<file path="config.mk">
export PLATFORM = sky130hd
export DESIGN_NAME = sys_cmd_ctrl
export DESIGN_NICKNAME = d
export VERILOG_FILES = /design/src/rtl/sys_cmd_ctrl.sv
export SDC_FILE = /design/constraint.sdc
export NUM_CORES = 1
export LEC_CHECK = 0
export BUFFER_PORTS_ARGS = -buffer_cell sky130_fd_sc_hd__buf_2
export CORE_MARGIN = 5
export CORE_UTILIZATION = 35
export CTS_BUF_LIST = sky130_fd_sc_hd__clkbuf_8
export DETAILED_ROUTE_END_ITERATION = 7
export PLACE_DENSITY = 0.68
export REMOVE_ABC_BUFFERS = 1
export SLEW_MARGIN = 20
export SYNTH_ARGS = -nofsm -noshare
export SYNTH_HDL_FRONTEND = slang
export SYNTH_SLANG_ARGS = --single-unit
</file>
<file path="constraint.sdc">
create_clock -name CLK -period 2.2 [get_ports CLK]
set_clock_uncertainty 0.2 [all_clocks]
set_input_delay 0.44 -clock CLK [delete_from_list [all_inputs] [get_ports CLK]]
set_output_delay 0.44 -clock CLK [all_outputs]
set_load 0.05 [all_outputs]
</file>
<file path="src/rtl/sys_cmd_ctrl.sv">
// Command-frame controller: decodes UART command bytes into register-file and ALU sequencing,
// and streams read data / ALU results into the TX FIFO. Optional inter-byte timeout: SYS_CMD_CTRL_TIMEOUT_EN.
module sys_cmd_ctrl #(
    parameter int                 D_WIDTH     = 8,
    parameter int                 ADDR_WIDTH  = 4,
    parameter int                 FUNC_WIDTH  = 4,
    parameter int                 ALU_BYTES   = 2,
    parameter logic [D_WIDTH-1:0] CMD_WR      = 8'hAA,
    parameter logic [D_WIDTH-1:0] CMD_RD      = 8'hBB,
    parameter logic [D_WIDTH-1:0] CMD_ALU_OP  = 8'hCC,
    parameter logic [D_WIDTH-1:0] CMD_ALU_NOP = 8'hDD,
    parameter int                 OP_A_ADDR   = 0,
    parameter int                 OP_B_ADDR   = 1,
    parameter int                 TIMEOUT_CYC = 1024
) (
    input  logic                         CLK,
    input  logic                         RST,
    input  logic [D_WIDTH-1:0]           RX_P_DATA,
    input  logic                         RX_D_VLD,
    input  logic [D_WIDTH-1:0]           RD_DATA,
    input  logic                         RD_DATA_VALID,
    input  logic [ALU_BYTES*D_WIDTH-1:0] ALU_OUT,
    input  logic                         OUT_VALID,
    input  logic                         FIFO_FULL,
    output logic                         WrEn,
    output logic                         RdEn,
    output logic [ADDR_WIDTH-1:0]        Address,
    output logic [D_WIDTH-1:0]           WrData,
    output logic                         ALU_EN,
    output logic [FUNC_WIDTH-1:0]        ALU_FUNC,
    output logic                         CLK_EN,
    output logic                         clk_div_en,
    output logic [D_WIDTH-1:0]           TX_P_DATA,
    output logic                         TX_D_VLD,
    output logic                         CMD_ERR
);

    localparam int RES_W = ALU_BYTES * D_WIDTH;
    localparam int CNT_W = $clog2(ALU_BYTES + 1);

    typedef enum logic [3:0] {
        IDLE, WR_ADDR, WR_DATA, RD_ADDR, RD_WAIT,
        ALU_A, ALU_B, ALU_FN, ALU_WAIT, TX_OUT
    } state_t;

    state_t                  state, state_d;
    logic [ADDR_WIDTH-1:0]   addr_lat, addr_lat_d;
    logic [RES_W-1:0]        tx_buf, tx_buf_d;
    logic [CNT_W-1:0]        tx_cnt, tx_cnt_d;
    logic                    wr_en_d, rd_en_d, alu_en_d, clk_en_d, tx_vld_d, cmd_err_d;
    logic [ADDR_WIDTH-1:0]   address_d;
    logic [D_WIDTH-1:0]      wr_data_d, tx_data_d;
    logic [FUNC_WIDTH-1:0]   alu_func_d;
    logic                    tmo_hit;

`ifdef SYS_CMD_CTRL_TIMEOUT_EN
    localparam int TMO_W = $clog2(TIMEOUT_CYC + 1);
    logic [TMO_W-1:0] tmo_cnt;
    logic             waiting;

    assign waiting = (state inside {WR_ADDR, WR_DATA, RD_ADDR, ALU_A, ALU_B, ALU_FN});
    assign tmo_hit = waiting && !RX_D_VLD && (tmo_cnt == TMO_W'(TIMEOUT_CYC - 1));

    // Counter restarts on every byte and whenever the frame state moves on.
    always_ff @(posedge CLK or negedge RST) begin
        if (!RST)
            tmo_cnt <= '0;
        else if (!waiting || RX_D_VLD || tmo_hit)
            tmo_cnt <= '0;
        else
            tmo_cnt <= tmo_cnt + 1'b1;
    end
`else
    assign tmo_hit = 1'b0;
`endif

    always_comb begin
        state_d    = state;
        addr_lat_d = addr_lat;
        tx_buf_d   = tx_buf;
        tx_cnt_d   = tx_cnt;
        wr_en_d    = 1'b0;
        rd_en_d    = 1'b0;
        address_d  = Address;
        wr_data_d  = WrData;
        alu_en_d   = ALU_EN;
        alu_func_d = ALU_FUNC;
        tx_vld_d   = 1'b0;
        tx_data_d  = TX_P_DATA;
        cmd_err_d  = 1'b0;

        case (state)
            IDLE: if (RX_D_VLD) begin
                if (RX_P_DATA == CMD_WR)           state_d = WR_ADDR;
                else if (RX_P_DATA == CMD_RD)      state_d = RD_ADDR;
                else if (RX_P_DATA == CMD_ALU_OP)  state_d = ALU_A;
                else if (RX_P_DATA == CMD_ALU_NOP) state_d = ALU_FN;
                else                               cmd_err_d = 1'b1;
            end
            WR_ADDR: if (RX_D_VLD) begin
                addr_lat_d = RX_P_DATA[ADDR_WIDTH-1:0];
                state_d    = WR_DATA;
            end
            WR_DATA: if (RX_D_VLD) begin
                wr_en_d   = 1'b1;
                address_d = addr_lat;
                wr_data_d = RX_P_DATA;
                state_d   = IDLE;
            end
            RD_ADDR: if (RX_D_VLD) begin
                rd_en_d   = 1'b1;
                address_d = RX_P_DATA[ADDR_WIDTH-1:0];
                state_d   = RD_WAIT;
            end
            RD_WAIT: if (RD_DATA_VALID) begin
                tx_buf_d = RES_W'(RD_DATA);
                tx_cnt_d = CNT_W'(1);
                state_d  = TX_OUT;
            end
            ALU_A: if (RX_D_VLD) begin
                wr_en_d   = 1'b1;
                address_d = ADDR_WIDTH'(OP_A_ADDR);
                wr_data_d = RX_P_DATA;
                state_d   = ALU_B;
            end
            ALU_B: if (RX_D_VLD) begin
                wr_en_d   = 1'b1;
                address_d = ADDR_WIDTH'(OP_B_ADDR);
                wr_data_d = RX_P_DATA;
                state_d   = ALU_FN;
            end
            ALU_FN: if (RX_D_VLD) begin
                alu_func_d = RX_P_DATA[FUNC_WIDTH-1:0];
                alu_en_d   = 1'b1;
                state_d    = ALU_WAIT;
            end
            ALU_WAIT: if (OUT_VALID) begin
                tx_buf_d = ALU_OUT;
                tx_cnt_d = CNT_W'(ALU_BYTES);
                alu_en_d = 1'b0;
                state_d  = TX_OUT;
            end
            // LSB byte first; the buffer shifts down one byte per accepted write.
            TX_OUT: if (!FIFO_FULL) begin
                tx_vld_d  = 1'b1;
                tx_data_d = tx_buf[D_WIDTH-1:0];
                tx_buf_d  = tx_buf >> D_WIDTH;
                tx_cnt_d  = tx_cnt - 1'b1;
                if (tx_cnt == CNT_W'(1))
                    state_d = IDLE;
            end
            default: state_d = IDLE;
        endcase

        if (tmo_hit) begin
            state_d   = IDLE;
            cmd_err_d = 1'b1;
        end

        clk_en_d = (state_d == ALU_WAIT);
    end

    always_ff @(posedge CLK or negedge RST) begin
        if (!RST) begin
            state      <= IDLE;
            addr_lat   <= '0;
            tx_buf     <= '0;
            tx_cnt     <= '0;
            WrEn       <= 1'b0;
            RdEn       <= 1'b0;
            Address    <= '0;
            WrData     <= '0;
            ALU_EN     <= 1'b0;
            ALU_FUNC   <= '0;
            CLK_EN     <= 1'b0;
            clk_div_en <= 1'b1;
            TX_P_DATA  <= '0;
            TX_D_VLD   <= 1'b0;
            CMD_ERR    <= 1'b0;
        end else begin
            state      <= state_d;
            addr_lat   <= addr_lat_d;
            tx_buf     <= tx_buf_d;
            tx_cnt     <= tx_cnt_d;
            WrEn       <= wr_en_d;
            RdEn       <= rd_en_d;
            Address    <= address_d;
            WrData     <= wr_data_d;
            ALU_EN     <= alu_en_d;
            ALU_FUNC   <= alu_func_d;
            CLK_EN     <= clk_en_d;
            clk_div_en <= 1'b1;
            TX_P_DATA  <= tx_data_d;
            TX_D_VLD   <= tx_vld_d;
            CMD_ERR    <= cmd_err_d;
        end
    end

endmodule

</file>
==> results of run 1 <==
==> critical path, cell delays in order, from the launching register on <==
cell,delay (ps)
dfrtp_1,560
nor3b_2,480
nand3b_4,280
mux2_4,360
==> timing repair <==
action                                  4_1_cts  5_1_grt
hold buffers                                  1        0
endpoints found under the setup margin        0        0
endpoints found under the hold margin        21        0
==> per-stage QoR <==
step / instance area (sq um) / TNS (ps) / power [mW] / setup WS [ps] / cells
final: 3289 / 0 / 3.434 / 200.8 / 414
after global routing: 3289 / 0 / 3.644 / 97.58 / 414
after CTS: 3289 / 0 / 3.470 / 164.5 / 414
after detailed placement: 3183 / 0 / 2.865 / 170.2 / 406
after global placement: 3183 / 0 / 2.832 / 231.8 / 406
after floorplan: 2648 / -4187 / 2.474 / -401.2 / 229
==> sequential cells by signal, summed over array words and instances (netlist names) <==
register / flops
tx_cnt: 2
Address: 4
TX_P_DATA: 8
RdEn: 1
ALU_EN: 1
addr_lat: 4
state: 4
CLK_EN: 1
TX_D_VLD: 1
WrData: 8
WrEn: 1
tx_buf: 16
CMD_ERR: 1
ALU_FUNC: 4
==> layout make-up <==
cell class	count	area (sq um)
fill	741	4398
multi-input combinational	169	1231
tap	102	127.6
sequential	56	1401
clock buffer	7	96.34
timing repair buffer	76	417.9
inverter	4	15.01
==> logic make-up (layout without fill, tap and decap cells) <==
kind of cell / after synthesis / after routing / synth area share (%)
AOI/OAI and AO/OA: 49 / 49 / 11.80
xor gates and xnor gates: 1 / 1 / 0.3201
adders and majority gates: 1 / 1 / 0.4572
buffers and inverters: 19 / 87 / 3.795
DFF: 56 / 56 / 51.21
muxes: 36 / 36 / 16.64
other: 1 / 1 / 0.1370
and+or+nand+nor: 81 / 81 / 15.64
==> cell usage after synthesis <==
library cell,instances
inv_1,4
o311ai_1,1
mux2_2,11
mux2i_1,8
nor4bb_1,5
nand3_1,6
o21ai_1,17
conb_1,1
a32oi_1,1
nor2b_1,2
nand2b_1,4
a21oi_1,4
nand2_1,41
a32o_1,1
nand3b_4,1
buf_2,8
a22oi_1,3
nand4_1,1
o21ai_0,11
a21o_1,2
clkbuf_1,1
nor2_1,10
nor3_1,3
and3_1,2
or4_1,1
and3b_1,1
o2bb2ai_1,3
a21oi_4,1
ha_1,1
nor4b_4,1
o31ai_1,2
a211o_1,1
nor3b_2,1
and2_1,1
dfrtp_1,56
or3_1,1
buf_4,6
a311o_1,1
xnor2_1,1
o31ai_4,1
mux2_1,1
mux2_4,16
==> where the power goes <==
group,internal [mW],total (mW),switching (mW)
clock,0.281,0.595,0.314
sequential,1.27,1.45,0.174
combinational,0.510,1.39,0.882
total,2.06,3.43,1.37
==> per-layer routing <==
layer | GRT usage, % | vias to the layer above
met4 | 4.412 | 0
met3 | 2.194 | 8
met1 | 17.58 | 978
met2 | 21.74 | 38
met5 | 0 | -
li1 | - | 985
==> placed cells by master (no fill, tap or decap), types with 4 or more instances in the layout <==
cell type  count
inv_1          4
buf_4          7
a21oi_1        4
clkbuf_8       7
mux2i_1        8
nand2b_1       4
o21ai_1       17
dfrtp_1       56
nand2_1       41
nor4bb_1       5
nand3_1        6
mux2_2        11
buf_2         67
nor2_1        10
o21ai_0       11
mux2_4        16
==> final timing paths <==
path                                 to  depth (start not counted)  slack [ps]        from
max reg2reg                TX_P_DATA[6]                          3         200    state[3]
min reg2reg                  tx_buf[11]                          2         290  tx_buf[11]
min                           tx_buf[9]                          3         160  ALU_OUT[9]
max                        TX_P_DATA[6]                          3         200    state[3]
max in group asynchronous       CMD_ERR                          3         780         RST
min in group asynchronous    tx_buf[13]                          2         440         RST
==> results.md, run 1 <==
* Outcome: finished, final reports clean
* Hold WC Path Type: input port to flip-flop
* H-tree level count at 2
* Site row count at 32
* Root buffer cell: clkbuf_8
* Mean Syn Cell Area at 11.21 sq um
* Crit Path Max Fanout at 13
* Netlist cell types at 42
* Starting Density at 35.60%
* Post_cts resized at 0
* CTS max path bufs at 2
* Vias at ~2,000
* Uppermost routed layer: met4
* Post-synthesis sequential area ratio at 51.21%
* Hold_ws at 158.6 ps
* Worst rel slew slack at 63.95%
* Fmax at 500.2 MHz
* Core area at 7687 sq um
* Worst IR Drop VDD at 582.5 uV
* Tcrit/Tclk final at 90.87%
* Synth area leaders: dfrtp_1 (51%), mux2_4 (8.8%), nand2_1 (5.6%)
* Top-Level Pins at 69
* Total GRT Usage at 13.16%
* DR iter-0 viols at 155
* DR pass1 iterations at 4
* CTS Buf Count at 5
* Die Y at roughly 98 microns
* Power Dens Cells at 1044 nW/um^2
* Routed Antenna Nets at 0
* Number of I/O port buffers at 67
* Fin util at 42.79%
* Worst EP arrival at 1990 ps
* Vias per cell at 4.853
* Number of global-route vias before repair at between 2,000 and 2,500
* Final wirelength at 6214 microns
* Max Cap Viol at 0
* First-pass GRT wire length at 10,460 microns
* Antenna violations before repair at 0
* Post-layout min period at 1999 ps
* # nets final at between 300 and 400
* Overflow after GRT at 0
* Crit path required time at about 2200 ps
* Gate Count Post-Synth at 244
* Synth Warn # at 0
* Post-Route M1 WL at about 2900 microns
* Mapped cell area at 2736 sq um
* N_diodes at 0
* Die area at ~9700 sq um
* RSZ-0062 raised after global routing: false
* Area Growth Syn to Fin at 20.21%
* Tightest Pin Transition at ~540 ps
* Flops & latches, synth at 56
* Post-synth top area share at between 50% and 60%
* Die W at 98.42 microns
* DR WL/cell at 15.01 microns
* Crit end category: flip-flop
* CP startpoint kind: flip-flop
* Pins over their slew limit at 0
* Global placement routability congestion at ~0.87
* Setup Buffers After CTS at 0
* Layout cells sized above 1 at a little over a third
* Clock slew at reported path FFs at 90 ps
* Yosys top cell by area: dfrtp_1
* CTS sink count at 56
* Final Setup Violations at 0
* Pin count of the biggest net entering global routing at 36
* WL met2 at 3083 microns
* CTS tree: done
* Fin. Hold Viols at 0
* Leakage at 1.627 nW
* Kind of critical path: flip-flop to flip-flop
* Worst-Skew Late Latency at 300 ps
* Detail Placement HPWL at 4657 microns
* DRC viols at 0
* Metal3 WL at 164 microns
Note: power is estimated with default switching activity, not from simulation.
==> run 2, diff against run 1 <==
--- a/config.mk
+++ b/config.mk
@@ -6,11 +6,12 @@
 export NUM_CORES = 1
 export LEC_CHECK = 0
 export BUFFER_PORTS_ARGS = -buffer_cell sky130_fd_sc_hd__buf_2
+export CORE_ASPECT_RATIO = 1.4
 export CORE_MARGIN = 5
 export CORE_UTILIZATION = 35
 export CTS_BUF_LIST = sky130_fd_sc_hd__clkbuf_8
 export DETAILED_ROUTE_END_ITERATION = 7
-export PLACE_DENSITY = 0.68
+export PLACE_DENSITY = 0.7
 export REMOVE_ABC_BUFFERS = 1
 export SLEW_MARGIN = 20
 export SYNTH_ARGS = -nofsm -noshare
==> constraint.sdc (replaced) <==
create_clock -name CLK -period 1.7 [get_ports CLK]
set_clock_uncertainty 0.2 [all_clocks]
set_input_delay 0.34 -clock CLK [delete_from_list [all_inputs] [get_ports CLK]]
set_output_delay 0.34 -clock CLK [all_outputs]
set_load 0.05 [all_outputs]
==> run 2 against run 1 <==
Compared with the run above: the flow now finishes with violations (negative setup slack); wire length up 5.2%; final area rose by 12%; sequential power is 28% higher; count of clock-buffer cells in the layout decreased by 1; register-to-register slack got worse by 270 ps; clock power grew 54%; flip-flop and latch count unchanged; first-iteration DRC count decreased by 69%; setup slack lost 270 ps.
==> results.md, run 2 (synthesized netlist as in run 1, its figures left out) <==
* Outcome: complete, but fails checks
* Failing checks: negative setup slack
* Layout Cells excl Fill at 445
* Reg-to-reg slack, setup at -70 ps
* Fin util at 47.71%
* Final worst setup slack at -65.72 ps
* Pin count of the biggest net entering global routing at 57
* Power Dens Cells at around 1300 nW/um^2
* Most common library cell in the layout ignoring fill and taps: buf_2
* Slowest stage delay, CP at between 400 and 500 ps
* Critical path destination: state[0]
* DR iter-0 viols at 48
* DR pass1 iterations at 4
* Worst-Skew Late Latency at 310 ps
* Commonest non-fill, non-tap cells in the layout: buf_2 (67), dfrtp_1 (53), nand2_1 (40)
* Crit path depth at 5
* H-tree level count at 2
* Clock power frac at 18.6%
* Core area at 7702 sq um
* Antenna violations before repair at 0
* CTS Buf Count at 5
* Area Growth Syn to Fin at 34.29%
* Total GRT Usage at 14.20%
* Die area at 9712 sq um
* Worst EP arrival at approximately 1800 ps
* Starting Density at between 30% and 40%
* Vias at 2,150
* Combinational share of power at 43.6%
* Site row count at 38
* Tcrit/Tclk final at 103.9%
* Global placement routability congestion at 0.7940
* Buf/Inv on CP at 1
* Placed cells at around 430
* Crit path required time at 1700 ps
* RSZ-0062 raised after global routing: true
* Setup crit start: state[2]
* Pint at 3.020 mW
* CTS max path bufs at 2
* Worst R2R End: state[0]
* CTS sink count at 56
* Setup TNS Final at -292.1 ps
* Vias per cell at 4.831
* Max reg flops at 16
* Largest Register: tx_buf
* Crit end category: flip-flop
* Layout cells sized above 1 at between 40% and 50%
* Die W at 84.73 microns
* Final Setup Violations at 19
* CTS tree: done
* # nets final at 383
* Sequential share of power at 37.8%
* First-pass GRT wire length at about 11,000 microns
* Hold WC Path Type: input port to flip-flop
* N_diodes at 0
* DP Area at ~3400 sq um
* Top Family by Delay on Critical Path: compound AO/OA/AOI/OAI gates
* Overflow after GRT at 0
* Crit Path Max Fanout at 14
* DRC viols at 0
* Final instance area at 3675 sq um
* DR WL/cell at 14.69 microns
* Detail Placement HPWL at 4855 microns
* R2R cell count at 5
* Worst r2r src: state[2]
* Root buffer cell: clkbuf_8
* Psw at between 1.5 and 2 mW
* Worst IR Drop VDD at approximately 910 uV
* Leakage at roughly 1.8 nW
* Clock slew at reported path FFs at 100 ps
* Crit-path cells: buf_12, and3b_1, a32oi_2, o311ai_2, a311o_1
* Fin. Hold Viols at 0
* Number of I/O port buffers at 67
* Final wirelength at 6536 microns
* Top-Level Pins at 69
* Critical path's slowest cell: dfrtp_2
* Post-layout min period at 1766 ps
* Die Y at around 110 microns
* Max Cap Viol at 0
* Power Total at 4.913 mW
* Biggest regs: tx_buf: 16 flops, TX_P_DATA: 8 flops, WrData: 8 flops
* CP startpoint kind: flip-flop
* Number of global-route vias before repair at about 2,300
* Kind of critical path: flip-flop to flip-flop
* Fmax at approximately 570 MHz
* Sw frac at 38.52%
* Routed Antenna Nets at 0
* Pins over their slew limit at 0
[run 2: power groups by stage]
| stage | logic [mW] | clock network, mW | registers [mW] |
|---|---|---|---|
| 3_3_place_gp | 2.03 | 0 | 1.86 |
| 5_1_grt | 2.30 | 1.01 | 1.90 |
| 4_1_cts | 2.12 | 0.953 | 1.85 |
| 2_1_floorplan | 0.734 | 0 | 2.47 |
| 6_report | 2.14 | 0.915 | 1.86 |
| 3_5_place_dp | 2.07 | 0 | 1.87 |
[run 2: cell type report]
class / count / area [sq um]
Inverter: 4 / 15.01
Clock inverter: 2 / 38.79
Tap cell: 100 / 125.1
Sequential cell: 56 / 1405
Timing Repair Buffer: 107 / 703.2
Fill cell: 721 / 4028
Multi-Input combinational cell: 170 / 1305
Clock buffer: 6 / 82.58
[run 2: repair_timing]
| action | in CTS | in global routing |
|---|---|---|
| pin swaps | 6 | 3 |
| endpoints found under the setup margin | 49 | 51 |
| cloned | 1 | 0 |
| setup buffers | 1 | 2 |
| gates resized for setup | 14 | 7 |
| hold endpoints to repair | 56 | 0 |
| hold buffers | 1 | 0 |
[run 2: worst min path at each step]
stage / start / endpoint / slack (ps) / cells past startpoint
2_1_floorplan: RST / ALU_EN / -160 / 0
3_3_place_gp: RST / TX_P_DATA[2] / 160 / 2
3_5_place_dp: RST / TX_P_DATA[2] / 170 / 2
4_1_cts: ALU_OUT[12] / tx_buf[12] / 40 / 3
5_1_grt: ALU_OUT[14] / tx_buf[14] / 40 / 3
6_report: ALU_OUT[14] / tx_buf[14] / 50 / 3
[run 2: layer usage]
layer,vias up,track usage (%),wire length [microns]
met2,65,25.14,3429
met3,11,3.096,330
met5,-,0,0
met1,1016,16.74,2655
li1,1058,-,-
met4,0,5.280,121
[run 2: metrics by stage]
step	setup WS, ps	hold WS [ps]
CTS	-35.27	36.44
global placement	-65.82	162.8
detailed placement	-131.8	166.9
global route	-163.8	41.61
floorplan	-901.2	-155.6
finish	-65.72	47.68
[run 2: worst min-delay path: cells and delay by family]
kind	cells	cell delay (ps)
compound gates	1	50
buf+inv	1	100
simple gates	1	40
